===== src/rtl/qmac_accum.sv =====
// Streaming sign-magnitude fixed-point dot-product engine: operand register,
// qmult product register, wide two's-complement accumulator, then a saturating
// sign-magnitude conversion of the sum.

module qmult #(
  parameter int Q = 15,
  parameter int N = 32
) (
  input  logic [N-1:0] a_i,
  input  logic [N-1:0] b_i,
  output logic [N-1:0] p_o
);

  logic [2*N-3:0] full_s;
  logic [N-2:0]   mag_s;
  logic           unused_s;

  assign full_s   = {{(N-1){1'b0}}, a_i[N-2:0]} * {{(N-1){1'b0}}, b_i[N-2:0]};
  assign mag_s    = full_s[N-2+Q:Q];
  // Bits outside the Q window are dropped on purpose (truncation and silent overflow).
  assign unused_s = ^{full_s[2*N-3:N-1+Q], full_s[Q-1:0]};
  assign p_o      = (mag_s == '0) ? '0 : {a_i[N-1] ^ b_i[N-1], mag_s};

endmodule

module qmac_accum #(
  parameter int Q     = 15,
  parameter int N     = 32,
  parameter int LEN_W = 8
) (
  input  logic             clk,
  input  logic             rst,
  input  logic             i_start,
  input  logic [LEN_W-1:0] i_len,
  input  logic             i_valid,
  output logic             o_ready,
  input  logic [N-1:0]     i_a,
  input  logic [N-1:0]     i_b,
  output logic [N-1:0]     o_result,
  output logic             o_done,
  output logic             o_ovr
);

  localparam int AW = N + LEN_W;
  localparam logic [AW-1:0]    MAX_MAG = {{(LEN_W+1){1'b0}}, {(N-1){1'b1}}};
  localparam logic [LEN_W-1:0] LEN_ONE = {{(LEN_W-1){1'b0}}, 1'b1};

  typedef enum logic [2:0] {
    S_IDLE   = 3'd0,
    S_RUN    = 3'd1,
    S_DRAIN1 = 3'd2,
    S_DRAIN2 = 3'd3,
    S_DONE   = 3'd4
  } state_t;

  state_t           state_q, state_d;
  logic [LEN_W-1:0] cnt_q, cnt_d;
  logic [N-1:0]     op_a_q, op_b_q;
  logic             op_vld_q;
  logic [N-1:0]     prod_s, prod_q;
  logic             prod_vld_q;
  logic [AW-1:0]    acc_q, acc_d;
  logic [AW-1:0]    prod_ext_s, acc_mag_s;
  logic             acc_neg_s;
  logic [N-1:0]     result_q, result_d;
  logic             ovr_q, ovr_d;
  logic             xfer_s, start_s, done_entry_s;

  qmult #(.Q(Q), .N(N)) u_qmult (
    .a_i (op_a_q),
    .b_i (op_b_q),
    .p_o (prod_s)
  );

  assign xfer_s       = (state_q == S_RUN) && i_valid;
  assign done_entry_s = (state_d == S_DONE) && (state_q != S_DONE);
  assign o_ready      = (state_q == S_RUN);
  assign o_done       = (state_q == S_DONE);
  assign o_result     = result_q;
  assign o_ovr        = ovr_q;

  always_comb begin
    state_d = state_q;
    cnt_d   = cnt_q;
    start_s = 1'b0;
    case (state_q)
      S_IDLE: begin
        if (i_start) begin
          start_s = 1'b1;
          cnt_d   = i_len;
          state_d = (i_len == '0) ? S_DONE : S_RUN;
        end else begin
          state_d = S_IDLE;
        end
      end
      S_RUN: begin
        if (xfer_s) begin
          cnt_d   = cnt_q - LEN_ONE;
          state_d = (cnt_q == LEN_ONE) ? S_DRAIN1 : S_RUN;
        end else begin
          state_d = S_RUN;
        end
      end
      S_DRAIN1: state_d = S_DRAIN2;
      S_DRAIN2: state_d = S_DONE;
      S_DONE:   state_d = S_IDLE;
      default:  state_d = S_IDLE;
    endcase
  end

  // Accumulate next value; a new job starts from zero.
  always_comb begin
    prod_ext_s = {{(LEN_W+1){1'b0}}, prod_q[N-2:0]};
    if (start_s) begin
      acc_d = '0;
    end else if (prod_vld_q) begin
      acc_d = prod_q[N-1] ? (acc_q - prod_ext_s) : (acc_q + prod_ext_s);
    end else begin
      acc_d = acc_q;
    end
    acc_neg_s = acc_d[AW-1];
    acc_mag_s = acc_neg_s ? (~acc_d + {{(AW-1){1'b0}}, 1'b1}) : acc_d;
  end

  always_comb begin
    result_d = result_q;
    ovr_d    = ovr_q;
    if (done_entry_s) begin
      if (acc_mag_s > MAX_MAG) begin
        result_d = {acc_neg_s, MAX_MAG[N-2:0]};
        ovr_d    = 1'b1;
      end else begin
        result_d = {acc_neg_s, acc_mag_s[N-2:0]};
        ovr_d    = 1'b0;
      end
    end else if (start_s) begin
      ovr_d = 1'b0;
    end else begin
      ovr_d = ovr_q;
    end
  end

  always_ff @(posedge clk) begin
    if (rst) begin
      state_q    <= S_IDLE;
      cnt_q      <= '0;
      op_a_q     <= '0;
      op_b_q     <= '0;
      op_vld_q   <= 1'b0;
      prod_q     <= '0;
      prod_vld_q <= 1'b0;
      acc_q      <= '0;
      result_q   <= '0;
      ovr_q      <= 1'b0;
    end else begin
      state_q    <= state_d;
      cnt_q      <= cnt_d;
      op_vld_q   <= xfer_s;
      if (xfer_s) begin
        op_a_q <= i_a;
        op_b_q <= i_b;
      end
      prod_q     <= prod_s;
      prod_vld_q <= op_vld_q;
      acc_q      <= acc_d;
      result_q   <= result_d;
      ovr_q      <= ovr_d;
    end
  end

endmodule


===== config.mk =====
export PLATFORM = sky130hd
export DESIGN_NAME = qmac_accum
export DESIGN_NICKNAME = d
export VERILOG_FILES = /design/src/rtl/qmac_accum.sv
export SDC_FILE = /design/constraint.sdc
export NUM_CORES = 2
export LEC_CHECK = 0
export ABC_AREA = 1
export BUFFER_PORTS_ARGS = -buffer_cell sky130_fd_sc_hd__buf_2
export CAP_MARGIN = 20
export CORE_UTILIZATION = 39
export DETAILED_ROUTE_END_ITERATION = 10
export GPL_TIMING_DRIVEN = 0
export REMOVE_ABC_BUFFERS = 1
export SKIP_CTS_REPAIR_TIMING = 1
export SLEW_MARGIN = 0
export SYNTH_ARGS = -nofsm -noshare
export SYNTH_HDL_FRONTEND = slang
export SYNTH_SLANG_ARGS = --single-unit

===== constraint.sdc =====
create_clock -name clk -period 6.69 [get_ports clk]
set_input_delay 0.669 -clock clk [delete_from_list [all_inputs] [get_ports clk]]
set_output_delay 0.669 -clock clk [all_outputs]
set_load 0.005 [all_outputs]

Yosys cells after proc, flatten, opt, wreduce, memory -nomap -nowiden

Index checks and enable logic that the tools add are counted.

Register bits: 182
Input bits: 76
Output and inout port bits: 35
Word-level logic and storage cells: 54

Add/sub/neg operators: 4
$mul: 1
Magnitude comparators: 1
Eq/ne operators: 9
Multiplexer cells: 18
Bitwise logic cells: 2
Reductions and logical operators: 9

Operators with widths:

| operator                                                               | number |
|---|---|
| 40-bit 2-to-1 mux                                                      | 4 |
| 31-bit by 31-bit multiplier with 46-bit output                         | 1 |
| 40-bit by 1-bit adder with 40-bit output, second input constant        | 1 |
| 40-bit by 31-bit adder with 40-bit output                              | 1 |
| 40-bit by 31-bit > comparator with 1-bit output, second input constant | 1 |
| 40-bit inverter                                                        | 1 |
| 40-bit by 31-bit subtractor with 40-bit output                         | 1 |
| 31-bit zero test                                                       | 1 |
| 31-bit 2-to-1 mux                                                      | 1 |
| 8-bit 2-to-1 mux                                                       | 2 |
| 8-bit case mux with 2 select lines                                     | 1 |
| 3-bit case mux with 4 select lines                                     | 1 |
| 8-bit by 1-bit == test with 1-bit output, second input constant        | 1 |
| 8-bit zero test                                                        | 1 |
| 8-bit by 1-bit subtractor with 8-bit output, second input constant     | 1 |
| 3-bit by 2-bit == test with 1-bit output, second input constant        | 2 |
| 3-bit == test, second input constant                                   | 2 |
| 3-bit 2-to-1 mux                                                       | 2 |
| 1-bit 2-to-1 mux                                                       | 5 |
| 2-bit 2-to-1 mux                                                       | 2 |
| 2-bit nonzero test                                                     | 2 |
| 3-bit by 1-bit == test with 1-bit output, second input constant        | 1 |
| 3-bit zero test                                                        | 1 |
| 3-bit != test, second input constant                                   | 1 |
| 6 further kinds                                                        | 7 |

Depth between registers and ports, before layout

Word-level depth: 10
Gate-level depth with buffers: 39
Mapped depth without buffers: 38

By module

Synthesis repeated with hierarchy kept, for this count alone.

Cell total of the unflattened synthesis: 5768
Area total of the unflattened synthesis: 40042.2 um^2

Modules (own cells, without submodules):

| module     | times used | cells each | area an instance (um^2) | sequential area each (um^2) |
|---|---|---|---|---|
| qmult      | 1          | 3694       | 27442.6                 | 0.0 |
| qmac_accum | 1          | 2074       | 12599.6                 | 3643.5 |

Least setup slack after synthesis

Ideal clock, no wire load.

Path kind: register to register
Start point: reg op_a_q[18]
End point: reg prod_q[7]
Setup time: 0.119 ns
Data arrival time: 7.020 ns
Data required time: 6.571 ns
Setup slack: -0.449 ns
Cell stages (with the launch flop): 31
Path buffers: 3
Clock period less this slack: 7.139 ns
Cell sequence: dfxtp_1 -> clkbuf_1 -> buf_1 -> nand2_1 -> fa_1 -> inv_1 -> fa_1 -> inv_1 -> fa_1 -> inv_1 -> fa_1 -> fa_1 -> fa_1 -> fa_1 -> fa_1 -> ha_1 -> nand2_1 -> nor2_1 -> inv_1 -> nor2_1 -> nand3_1 -> o21ai_0 -> nand3_1 -> a21oi_1 -> xor2_1 -> nand3_1 -> nor2_1 -> nand3_1 -> nand2_1 -> buf_2 -> nor2_1

Word-level cells in the longest chain between the ends: 3

RTL lines:

| element                                          | line | text |
|---|---|---|
| start, declared                                  | 58   | `logic [N-1:0] op_a_q, op_b_q;` |
| start signal, assigned                           | 160  | `op_a_q <= i_a;` |
| 31-bit by 31-bit multiplier with 46-bit output * | 18   | `assign full_s = {{(N-1){1'b0}}, a_i[N-2:0]} * {{(N-1){1'b0}}, b_i[N-2:0]};` |
| 31-bit zero test                                 | 22   | `assign p_o = (mag_s == '0) ? '0 : {a_i[N-1] ^ b_i[N-1], mag_s};` |
| 2-bit OR reduction (no source line)              | --   |  |
| end signal, assigned                             | 163  | `prod_q <= prod_s;` |
| end, declared                                    | 60   | `logic [N-1:0] prod_s, prod_q;` |

Every way passes the cells marked *; elsewhere a longest branch is shown, timed or not.
A chain may end at the register's enable or synchronous reset.

Worst setup path in the final report

Start point: reg op_a_q[12]
End point: reg prod_q[8]

The elaborated chain is that of the path after synthesis.

==> results.json <==
{
  "whs_path_depth": 2,
  "synth_cell_type_count": 56,
  "peakVddDrop_v": 0.000174,
  "drc": 2,
  "final_max_slew_viol_count": 0,
  "finalSetupViolCount": 32,
  "holdPathEnd": "prod_vld_q",
  "period_share_pct": 113,
  "die_w_um": 315,
  "synthFlopType": "dfxtp_1",
  "yosys-top-cells-area": "fa_1, nand2_1, inv_1, dfxtp_1, ha_1",
  "cts-root-buf": "clkbuf_16",
  "worstMarginPinSlew_ns": 0.926,
  "track_usage_pct": 22.7,
  "ys_warn_count": 0,
  "grt_max_degree": 77,
  "grt_pass1_wl_um": 176000,
  "cpMaxStageDelayCell": "fa_2",
  "die-height_um": 315,
  "period_needed_ns": 7.54,
  "failed_checks": "DRC, setup timing",
  "yosys.area.top_type": "fa_1",
  "netlist_area_um2": 38300,
  "cap_violations": 0,
  "routed_wl_um": 124000,
  "run_status": "finished, violations left",
  "syn-instance-count": 5321,
  "routed-wl-met3_um": 11300,
  "clock-sinks": 182,
  "top_layer": "met4",
  "dr_wl_met2_um": 57700,
  "die-area_um2": 99400,
  "gp_congestion": 0.950,
  "clk_pin_slew_ns": 0.07,
  "leakage_uw": 0.0242,
  "rsz0062_at_grt": "yes",
  "vias": 32888,
  "ios": 111,
  "ys_async_sr_fraction_pct": 0,
  "h-tree-depth": 4,
  "numPortBuffers": 110,
  "min_from": "op_vld_q",
  "worst_slack_ns": -0.852,
  "cp.arrival_ns": 7.90,
  "fin_area_um2": 43100,
  "ys_seq_elements": 182,
  "grt_pass1_vias": 32866,
  "drt_iter0_markers": 2408,
  "max-slew-margin-rel_pct": 38.3,
  "max_stage_delay_ns": 0.67,
  "worstPathMaxFanout": 12,
  "rr_endpoint": "prod_q[8]",
  "final_common_cell": "nand2_1",
  "antennaDiodeCount": 0,
  "wl_met1_um": 49700,
  "yosysTopAreaCellShare_pct": 37.6,
  "layout_common_cells": "nand2_1, inv_1, fa_1",
  "r2r_cells": 28,
  "hp-class": "flip-flop to flip-flop",
  "max_freq_ghz": 0.133,
  "finish.utilization_pct": 44.5,
  "antenna_left": 0,
  "clockBufferDepth": 2,
  "viasPerCell": 4.94,
  "cts_tree": "built",
  "coreArea_um2": 97000,
  "hold_viol": 0,
  "globalRoute.totalOverflow": 0,
  "fp-row-count": 114,
  "initial_core_util_pct": 39.5,
  "grt_antenna_before_repair": 2,
  "startpoint_type": "flip-flop",
  "regToRegSetupSlack_ns": -0.85,
  "skew_ns": 0.0236,
  "synth_edf_count": 0,
  "clock_latency_ns": 0.48,
  "cp_common_cell": "fa_1",
  "wire_per_inst_um": 18.6,
  "placed_cell_area_um2": 40100,
  "drive_above_1_share_pct": 10.1,
  "nNetsFinal": 6375,
  "area_delta_synth_final_pct": 12.6,
  "power_uw": 5080,
  "yosysSeqAreaShare_pct": 9.52,
  "cp-end-kind": "flip-flop",
  "drt_first_pass_iters": 9,
  "cellPowerDensity_nw_per_um2": 118,
  "synth_area_per_cell_um2": 7.20,
  "final.setup.tns_ns": -26.54,
  "cts_buffers": 17,
  "holdWs_ns": 0.402,
  "worstPathRequired_ns": 7.05,
  "dp_hpwl_um": 86100,
  "crit_type": "flip-flop to flip-flop",
  "rr_startpoint": "op_a_q[12]"
}
==> layer usage <==
| metal | global-route usage (%) | up-vias |
|---|---|---|
| li1 | - | 15469 |
| met1 | 29.7 | 16079 |
| met2 | 38.5 | 1143 |
| met3 | 3.64 | 197 |
| met4 | 6.48 | 0 |
| met5 | 0 | - |
==> worst max path at each step <==
| stage | cells after the start | start | slack (ns) | endpoint |
|---|---|---|---|---|
| 2_1_floorplan | 32 | op_b_q[5] | -0.80 | prod_q[0] |
| 3_3_place_gp | 30 | op_a_q[13] | -2.69 | prod_q[12] |
| 3_5_place_dp | 27 | op_a_q[24] | -2.09 | prod_q[9] |
| 4_1_cts | 27 | op_a_q[24] | -2.09 | prod_q[9] |
| 5_1_grt | 30 | op_b_q[16] | -1.06 | prod_q[7] |
| 6_report | 28 | op_a_q[12] | -0.85 | prod_q[8] |
==> cells by family (layout without fill, tap and decap cells) <==
group / Yosys count / after routing / share of synthesized area, %
compound gates: 409 / 409 / 6.01
xor+xnor: 95 / 95 / 2.17
fa+ha+maj: 928 / 928 / 44.4
buf+inv: 1612 / 1670 / 16.0
flops: 182 / 182 / 9.52
simple gates: 2095 / 2100 / 21.9
==> per-stage QoR <==
stage,setup slack (ns),instances
2_1_floorplan,-0.805,5089
3_3_place_gp,-2.69,6475
3_5_place_dp,-2.09,6500
4_1_cts,-2.09,6532
5_1_grt,-1.06,6660
6_report,-0.852,6660
==> state kept, by name, summed over array words and instances (netlist names) <==
| name | count |
|---|---|
| acc_q | 40 |
| o_result | 32 |
| op_a_q | 32 |
| op_b_q | 32 |
| prod_q | 32 |
| cnt_q | 8 |
| state_q | 3 |
| o_ovr | 1 |
| op_vld_q | 1 |
| prod_vld_q | 1 |
==> where the power goes <==
group	total [uW]	internal [uW]	switching [uW]
Combinational	2720	887	1840
Sequential	1230	1120	117
Clock	1120	562	561
==> cells in the mapped netlist, drive strengths merged, types with 5 or more instances <==
| library cell | count |
|---|---|
| clkinv | 5 |
| dfxtp | 182 |
| xor2 | 50 |
| o21bai | 9 |
| ha | 208 |
| xnor2 | 45 |
| buf | 38 |
| nand3 | 137 |
| nand4 | 34 |
| nor2 | 356 |
| nor3 | 25 |
| or2 | 7 |
| clkbuf | 194 |
| nand2 | 1524 |
| inv | 1375 |
| a31oi | 11 |
| o21ai | 123 |
| o21a | 10 |
| fa | 720 |
| a21oi | 234 |
==> cell type report <==
| type | count | area, um^2 |
|---|---|---|
| Sequential cell | 182 | 3820 |
| Inverter | 1380 | 5180 |
| Clock buffer | 21 | 472 |
| Timing Repair Buffer | 258 | 2800 |
| Fill cell | 9893 | 53900 |
| Tap cell | 1276 | 1600 |
| Multi-Input combinational cell | 3532 | 29100 |
| Clock inverter | 11 | 130 |
==> worst max-delay path, delay by kind of cell, from the launching register on <==
| kind | cells | cell delay [ns] |
|---|---|---|
| buffers and inverters | 7 | 0.82 |
| DFF | 1 | 0.47 |
| xor gates and xnor gates | 1 | 0.23 |
| AOI/OAI and AO/OA | 5 | 0.70 |
| adders and majority gates | 9 | 4.30 |
| and+or+nand+nor | 6 | 0.89 |
Power figures use the tool's default switching activity.
